--- config.mk ---
export PLATFORM = sky130hd
export DESIGN_NAME = fetch_pc_gen
export DESIGN_NICKNAME = d
export VERILOG_FILES = /design/src/rtl/fetch_pc_gen.sv
export SDC_FILE = /design/constraint.sdc
export NUM_CORES = 1
export LEC_CHECK = 0
export BUFFER_PORTS_ARGS = -buffer_cell sky130_fd_sc_hd__buf_2
export CAP_MARGIN = 20
export CORE_MARGIN = 2
export CORE_UTILIZATION = 40
export DETAILED_ROUTE_END_ITERATION = 6
export PLACE_DENSITY_LB_ADDON = 0.12
export SLEW_MARGIN = 20
export SYNTH_ARGS = -nofsm -noshare
export SYNTH_HDL_FRONTEND = slang
export SYNTH_SLANG_ARGS = --single-unit
--- constraint.sdc ---
create_clock -name i_clk -period 10.45 [get_ports i_clk]
set_input_delay 2.09 -clock i_clk [delete_from_list [all_inputs] [get_ports i_clk]]
set_output_delay 2.09 -clock i_clk [all_outputs]
set_load 0.01 [all_outputs]
--- src/rtl/fetch_pc_gen.sv ---
// Instruction-fetch front end: owns the fetch PC, issues single-outstanding word
// fetches and buffers returned words, tagged with their PC, in a small FIFO for decode.
module fetch_pc_gen #(
    parameter int          IADDR_SPACE_BITS = 32,
    parameter logic [31:0] RESET_ADDR       = 32'h0000_0000,
    parameter int          FIFO_DEPTH       = 2
) (
    input  logic                          i_clk,
    input  logic                          i_reset,
    input  logic                          i_pc_select,
    input  logic [IADDR_SPACE_BITS-1:1]   i_pc_target,
    output logic                          o_ibus_req,
    output logic [IADDR_SPACE_BITS-1:2]   o_ibus_addr,
    input  logic                          i_ibus_ack,
    input  logic [31:0]                   i_ibus_data,
    output logic                          o_inst_valid,
    output logic [31:0]                   o_inst_data,
    output logic [IADDR_SPACE_BITS-1:1]   o_inst_pc,
    input  logic                          i_inst_ready
);
    localparam int AW    = IADDR_SPACE_BITS;
    localparam int PTR_W = (FIFO_DEPTH > 1) ? $clog2(FIFO_DEPTH) : 1;
    localparam int CNT_W = PTR_W + 1;
    localparam logic [CNT_W-1:0] DEPTH_CNT = CNT_W'(FIFO_DEPTH);

    typedef enum logic [1:0] {
        ST_IDLE,
        ST_REQ,
        ST_DISCARD
    } state_t;

    state_t            state_q, state_d;
    logic [AW-1:1]     fetch_pc_q, fetch_pc_d;
    logic [AW-1:2]     req_addr_q, req_addr_d;
    logic [PTR_W-1:0]  wr_ptr_q, wr_ptr_d;
    logic [PTR_W-1:0]  rd_ptr_q, rd_ptr_d;
    logic [CNT_W-1:0]  count_q, count_d;

    logic [31:0]       mem_data [FIFO_DEPTH];
    logic [AW-1:1]     mem_pc   [FIFO_DEPTH];

    logic              inst_valid;
    logic              pop;
    logic              push;
    logic [AW-1:2]     word_inc;

    assign inst_valid = (count_q != '0) && !i_reset;
    assign pop        = inst_valid && i_inst_ready && !i_pc_select;
    assign word_inc   = fetch_pc_q[AW-1:2] + (AW-2)'(1);

    always_comb begin
        state_d    = state_q;
        fetch_pc_d = fetch_pc_q;
        wr_ptr_d   = wr_ptr_q;
        rd_ptr_d   = rd_ptr_q;
        count_d    = count_q;
        push       = 1'b0;

        if (i_pc_select) begin
            // Flush everything; an outstanding unacked fetch must still be drained.
            fetch_pc_d = i_pc_target;
            wr_ptr_d   = '0;
            rd_ptr_d   = '0;
            count_d    = '0;
            if (state_q != ST_IDLE && !i_ibus_ack) begin
                state_d = ST_DISCARD;
            end else begin
                state_d = ST_REQ;
            end
        end else begin
            push = (state_q == ST_REQ) && i_ibus_ack;
            if (push) begin
                wr_ptr_d   = wr_ptr_q + PTR_W'(1);
                fetch_pc_d = {word_inc, 1'b0};
            end
            if (pop) begin
                rd_ptr_d = rd_ptr_q + PTR_W'(1);
            end
            count_d = count_q + CNT_W'(push) - CNT_W'(pop);

            case (state_q)
                ST_IDLE: begin
                    if (count_d < DEPTH_CNT) begin
                        state_d = ST_REQ;
                    end
                end
                ST_REQ: begin
                    if (i_ibus_ack) begin
                        state_d = (count_d < DEPTH_CNT) ? ST_REQ : ST_IDLE;
                    end
                end
                ST_DISCARD: begin
                    if (i_ibus_ack) begin
                        state_d = ST_REQ;
                    end
                end
                default: state_d = ST_IDLE;
            endcase
        end

        // The stale address stays on the bus until its ack arrives.
        req_addr_d = (state_d == ST_DISCARD) ? req_addr_q : fetch_pc_d[AW-1:2];
    end

    always_ff @(posedge i_clk) begin
        if (i_reset) begin
            state_q    <= ST_REQ;
            fetch_pc_q <= {RESET_ADDR[AW-1:2], 1'b0};
            req_addr_q <= RESET_ADDR[AW-1:2];
            wr_ptr_q   <= '0;
            rd_ptr_q   <= '0;
            count_q    <= '0;
        end else begin
            state_q    <= state_d;
            fetch_pc_q <= fetch_pc_d;
            req_addr_q <= req_addr_d;
            wr_ptr_q   <= wr_ptr_d;
            rd_ptr_q   <= rd_ptr_d;
            count_q    <= count_d;
        end
    end

    always_ff @(posedge i_clk) begin
        for (int i = 0; i < FIFO_DEPTH; i++) begin
            if (push && wr_ptr_q == PTR_W'(i)) begin
                mem_data[i] <= i_ibus_data;
                mem_pc[i]   <= fetch_pc_q;
            end
        end
    end

    assign o_ibus_req   = (state_q != ST_IDLE);
    assign o_ibus_addr  = req_addr_q;
    assign o_inst_valid = inst_valid;
    assign o_inst_data  = inst_valid ? mem_data[rd_ptr_q] : '0;
    assign o_inst_pc    = inst_valid ? mem_pc[rd_ptr_q] : '0;

endmodule

# Word level (Yosys, flattened, before mapping)
# Memories as Yosys holds them, arrays and structs flattened. A register that Yosys moved wholly into a read port is not among the register bits.
# Index checks and enable logic that the tools add are counted.
[totals]
regBits = 67
ramBits = 126
input_bits = 68
out_inout_bits = 95
word_cells = 62
n_memories = 2
[op_classes]
addsub = 5
magnitude_cmp = 1
eq_ne = 3
muxes = 26
bitwise = 1
n_reduce_logical = 17
[mem_list]
columns = ["name", "depth", "word_bits", "rd", "rd_clocked_by_memory_dff", "wr", "line", "rtl"]
rows = [
  ["mem_data", 2, 32, 1, 1, 1, "39", "logic [31:0] mem_data [FIFO_DEPTH];"],
  ["mem_pc", 2, 31, 1, 1, 1, "40", "logic [AW-1:1] mem_pc [FIFO_DEPTH];"],
]
[op_table]
columns = ["cell", "count"]
rows = [
  ["31-bit 2-to-1 mux", 4],
  ["32-bit 2-to-1 mux", 2],
  ["32-bit OR reduction", 1],
  ["31-bit OR reduction", 1],
  ["30-bit by 1-bit adder with 30-bit output, second input constant", 1],
  ["1-bit 2-to-1 mux", 14],
  ["2-bit 2-to-1 mux", 5],
  ["1-bit logical AND", 7],
  ["2-bit one-hot mux with 3 select lines", 1],
  ["2-bit nonzero test", 3],
  ["2-bit == test, second input constant", 2],
  ["1-bit zero test", 3],
  ["1-bit adder, second input constant", 2],
  ["2-bit by 1-bit adder with 2-bit output", 1],
  ["2-bit by 1-bit == test with 1-bit output, second input constant", 1],
  ["2-bit zero test", 1],
  ["2-bit < comparator, second input constant", 1],
  ["2-bit OR reduction", 1],
  ["2-bit by 1-bit subtractor with 2-bit output", 1],
  ["1-bit inverter", 1],
]

# Longest topological paths before layout
[depth]
depth_word = 11
depth_mapped = 14
ltp_nobuf = 10

# Least setup slack after synthesis
# No wires, ideal clock.
[synth_timing]
path_type = "input to register"
startpoint = "in i_pc_select"
endpoint = "mem mem_data[1][0] (enable)"
setup_ns = 0.575
t_arrival_ns = 7.725
required_time_ns = 9.875
path_slack_ns = 2.150
stages = 6
path_cell_list = "clkbuf_1 > clkbuf_1 > buf_2 > buf_1 > clkbuf_1 > nor3b_1"
[synth_via]
elab_chain_cells = 6
[synth_rtl]
columns = ["element", "line", "rtl"]
rows = [
  ["start: declaration", "10", "input logic i_pc_select,"],
  ["1-bit 2-to-1 mux *", "59", "if (i_pc_select) begin"],
  ["1-bit logical AND", "125", "if (push && wr_ptr_q == PTR_W'(i)) begin"],
  ["1-bit 2-to-1 mux", "125", ""],
  ["1-bit 2-to-1 mux (not written as such)", "126", "mem_data[i] <= i_ibus_data;"],
  ["32-bit OR reduction (no line)", "n/a", ""],
  ["1-bit 2-to-1 mux (no line)", "n/a", ""],
  ["end: declaration", "39", ""],
]
# Mark *: on every way between the ends. The rest lies on a longest branch, timed or not.

# Worst setup path after layout
[layout_timing]
startpoint = "in i_reset"
endpoint = "out o_inst_pc[12] (netlist bit)"
[layout_via]
elab_chain_cells = 3
[layout_rtl]
columns = ["element", "line", "rtl"]
rows = [
  ["start: declaration", "9", "input logic i_reset,"],
  ["1-bit zero test", "47", "assign inst_valid = (count_q != '0) && !i_reset;"],
  ["1-bit logical AND", "47", ""],
  ["31-bit 2-to-1 mux", "136", "assign o_inst_pc = inst_valid ? mem_pc[rd_ptr_q] : '0;"],
  ["end: declaration", "18", "output logic [IADDR_SPACE_BITS-1:1] o_inst_pc,"],
]
# Every way passes these cells.

==> summary.txt <==
Status
  • Status: finished clean

Synthesis
  • Ranking of synthesized cells by area: edfxtp_1 (47%), dfxtp_1 (17%), mux2i_1 (8.4%)
  • Leading area contributor after synthesis: edfxtp_1
  • Unique cell type count in the Yosys netlist: 58
  • Share of the synthesized area in the top cell type: 46.8%
  • Prevailing post-synth register cell: edfxtp_1
  • Most common cell in the synthesized netlist: edfxtp_1
  • Synth cell count leaders: edfxtp_1 (126), nor2_1 (83), dfxtp_1 (68), mux2i_1 (68), nor3_1 (40)
  • Main combinational cell family by area after synthesis: simple AND/OR/NAND/NOR gates
  • Syn Area/Cell: 12.2 µm²
  • Cell area after synthesis: 8080 µm²
  • XOR/XNOR Fraction of Synth Area: 1.63%
  • Cells after synthesis: between 600 and 700
  • EDFF count, synth: 126
  • Synth Warn #: 0
  • Synth Area in Adders: 0.465%
  • Synth Area in Simple Gates: between 10% and 20%
  • Post-synthesis mux area share: 8.84%
  • FFs w/ async S/R, synth: 0%
  • Post-synthesis register bit count: 194
  • Synthesized net count: around 740
  • Compound-Gate Fraction of Synth Area: 6.47%
  • Sequential fraction of the synthesis area: 63.7%

Route
  • WL met1: 8860 µm
  • # DRC: 0
  • Vias per inst: 5.14
  • WL met3: 1030 µm
  • Final ANT Viol Nets: 0
  • Vias: roughly 5.6k
  • DR WL met2: approximately 7600 µm
  • WL per Instance: 16.4 µm
  • Wirelength, routed: roughly 18000 µm
  • Top Layer Used: met4
  • Iter 0 DRT Violations: 338
  • TritonRoute pass-1 iters: 5

Clock network
  • Clk sinks: just under 200
  • Clock transition at path regs: 0.07 ns
  • Hold_buf cts: 0
  • Clock Latency Late Sink: 0.42 ns
  • CTS tree: yes
  • H-Tree Depth: 4
  • Root Driver: clkbuf_16
  • Buffers from clock root to sink, at most: 2
  • Resize count post-CTS: 0
  • CTS buffer count: 17
  • Post-CTS Setup Inserts: 0

Global routing
  • All-layer global routing usage: 16.5%
  • Initial antenna violation count: 0
  • First-pass GRT wire length: 28000 µm
  • Largest net degree at the start of global routing: 82
  • Vias in the first global route: 5391
  • GRT overflow: 0

Floorplanning
  • I/O pin count: 163
  • Die X: 146 µm
  • Std-Cell Rows: ~50
  • Die Height: 146 µm
  • Die Area: between 20000 and 25000 µm²
  • Initial Utilization: 41.1%
  • Core area: between 15000 and 20000 µm²

Placed design
  • Port Buf Inserts: ~160
  • Cells after DPL: 1052
  • Detailed Place HPWL: 11700 µm
  • Routability cong.: 0.813
  • Post-placement setup slack: 3.61 ns

STA
  • Clock skew: 0.00806 ns
  • Tcrit/Tclk final: roughly 65%
  • RSZ-0062 raised after global routing: no
  • Setup TNS: 0 ns
  • Fin. Hold Viols: 0
  • Final setup viols: 0
  • Tmin final: between 6 and 7 ns
  • Slew Limit Fails: 0
  • Worst slew pin tran: 0.889 ns
  • Final worst slack: 3.64 ns
  • Max_slew headroom: 40.7%
  • F_max: 147 MHz

Cells and area
  • Ant. Diodes: 0
  • Register Area: 5150 µm²
  • Share of post-route cells with drive strength above 1: 26.3%
  • Non-filler cells, final: 1085
  • Final Util: around 50%
  • FILL cells: 1852
  • Multi-input logic area: 2750 µm²
  • Final #Nets: 878
  • Synth-to-layout area growth: 19.9%

Pwr
  • PD cells: between 150 and 200 nW/µm²
  • Net Switching: 0.372 mW
  • Comb pwr share: 7.7%
  • Flop pwr share: 54.9%
  • Clock Power Share: 37.4%
  • Maximum vdd ir drop: 107 µV
  • Power Internal: approximately 1.2 mW
  • Leakage: 3.63 nW
  • Net switching fraction of the power: 23.3%

Setup path
  • Critical path peak fanout: 64
  • Worst path required time: 8.36 ns
  • CP Launch Type: input port
  • Crit end category: primary output
  • Worst setup path category: in2out
  • Crit path DAT: ~4.7 ns

Worst hold path
  • Hold Crit Class: reg2reg

Job
  • MaxCap Viol Count: 0
[layer usage]
layer | up-vias | global-route usage, %
li1 | 2756 | -
met1 | 2615 | 23.9
met2 | 179 | 24.5
met3 | 22 | 3.72
met4 | 0 | 5.73
met5 | - | 0
[metrics by stage]
stage                     cell area [µm²]  hold WS (ns)  total power, mW
after floorplan                      8080         0.425            0.966
after global placement               9130         0.445             1.02
after detailed placement             9130         0.449             1.02
after CTS                            9670         0.462             1.62
after global routing                 9690         0.467             1.66
final                                9690         0.460             1.60
[power by group through the flow]
stage	registers [mW]	logic (mW)	clock network, mW
floorplan	0.892	0.0742	0
global placement	0.894	0.122	0
detailed placement	0.896	0.124	0
CTS	0.880	0.124	0.615
global route	0.883	0.138	0.643
finish	0.879	0.124	0.599
[placed cells by master, fill, tap and decap left out, types with 16 or more instances in the layout]
cell,n
nand2_1,26
buf_2,162
o41ai_1,16
nor2_1,83
mux2i_1,68
nor3_1,39
edfxtp_1,126
clkbuf_16,17
nor2b_1,24
dfxtp_1,67
nand3_1,32
[worst paths after layout]
| path | from | endpoint | slack [ns] | cells past startpoint |
|---|---|---|---|---|
| hold reg to reg | o_ibus_addr[4] | o_ibus_addr[4] | 0.46 | 2 |
| setup / recovery | i_reset | o_inst_pc[12] | 3.64 | 7 |
| setup reg to reg | fetch_pc_q[5] | fetch_pc_q[27] | 7.99 | 5 |
| hold / removal | o_ibus_addr[4] | o_ibus_addr[4] | 0.46 | 2 |
[state kept, by name, indices dropped and copies added (netlist names), named ones only]
name,cells
mem_pc,62
o_ibus_addr,30
count_q,2
rd_ptr_q,1
fetch_pc_q,31
mem_data,64
wr_ptr_q,1
state_q,2
[critical path, cell delays in order]
cell      delay [ns]
buf_2           0.07
buf_4           0.50
clkinv_1        0.84
o21ai_4         0.22
buf_4           0.55
nor2_1          0.18
buf_2           0.18
[final cells by class]
type / count / area share [%]
multi-input cells: 415 / 28.4
well taps: 265 / 3.42
clock buffers: 18 / 4.43
repair buffers: 169 / 9.04
inverters: 10 / 0.387
clock inverters: 14 / 1.17
flip-flops and latches: 194 / 53.1
[cells by family after synthesis]
group / after synthesis
compound gates: 69
xor+xnor: 15
fa+ha+maj: 3
buf+inv: 55
flops: 194
mux: 71
simple gates: 257
Note: power is estimated with default switching activity, not from simulation.
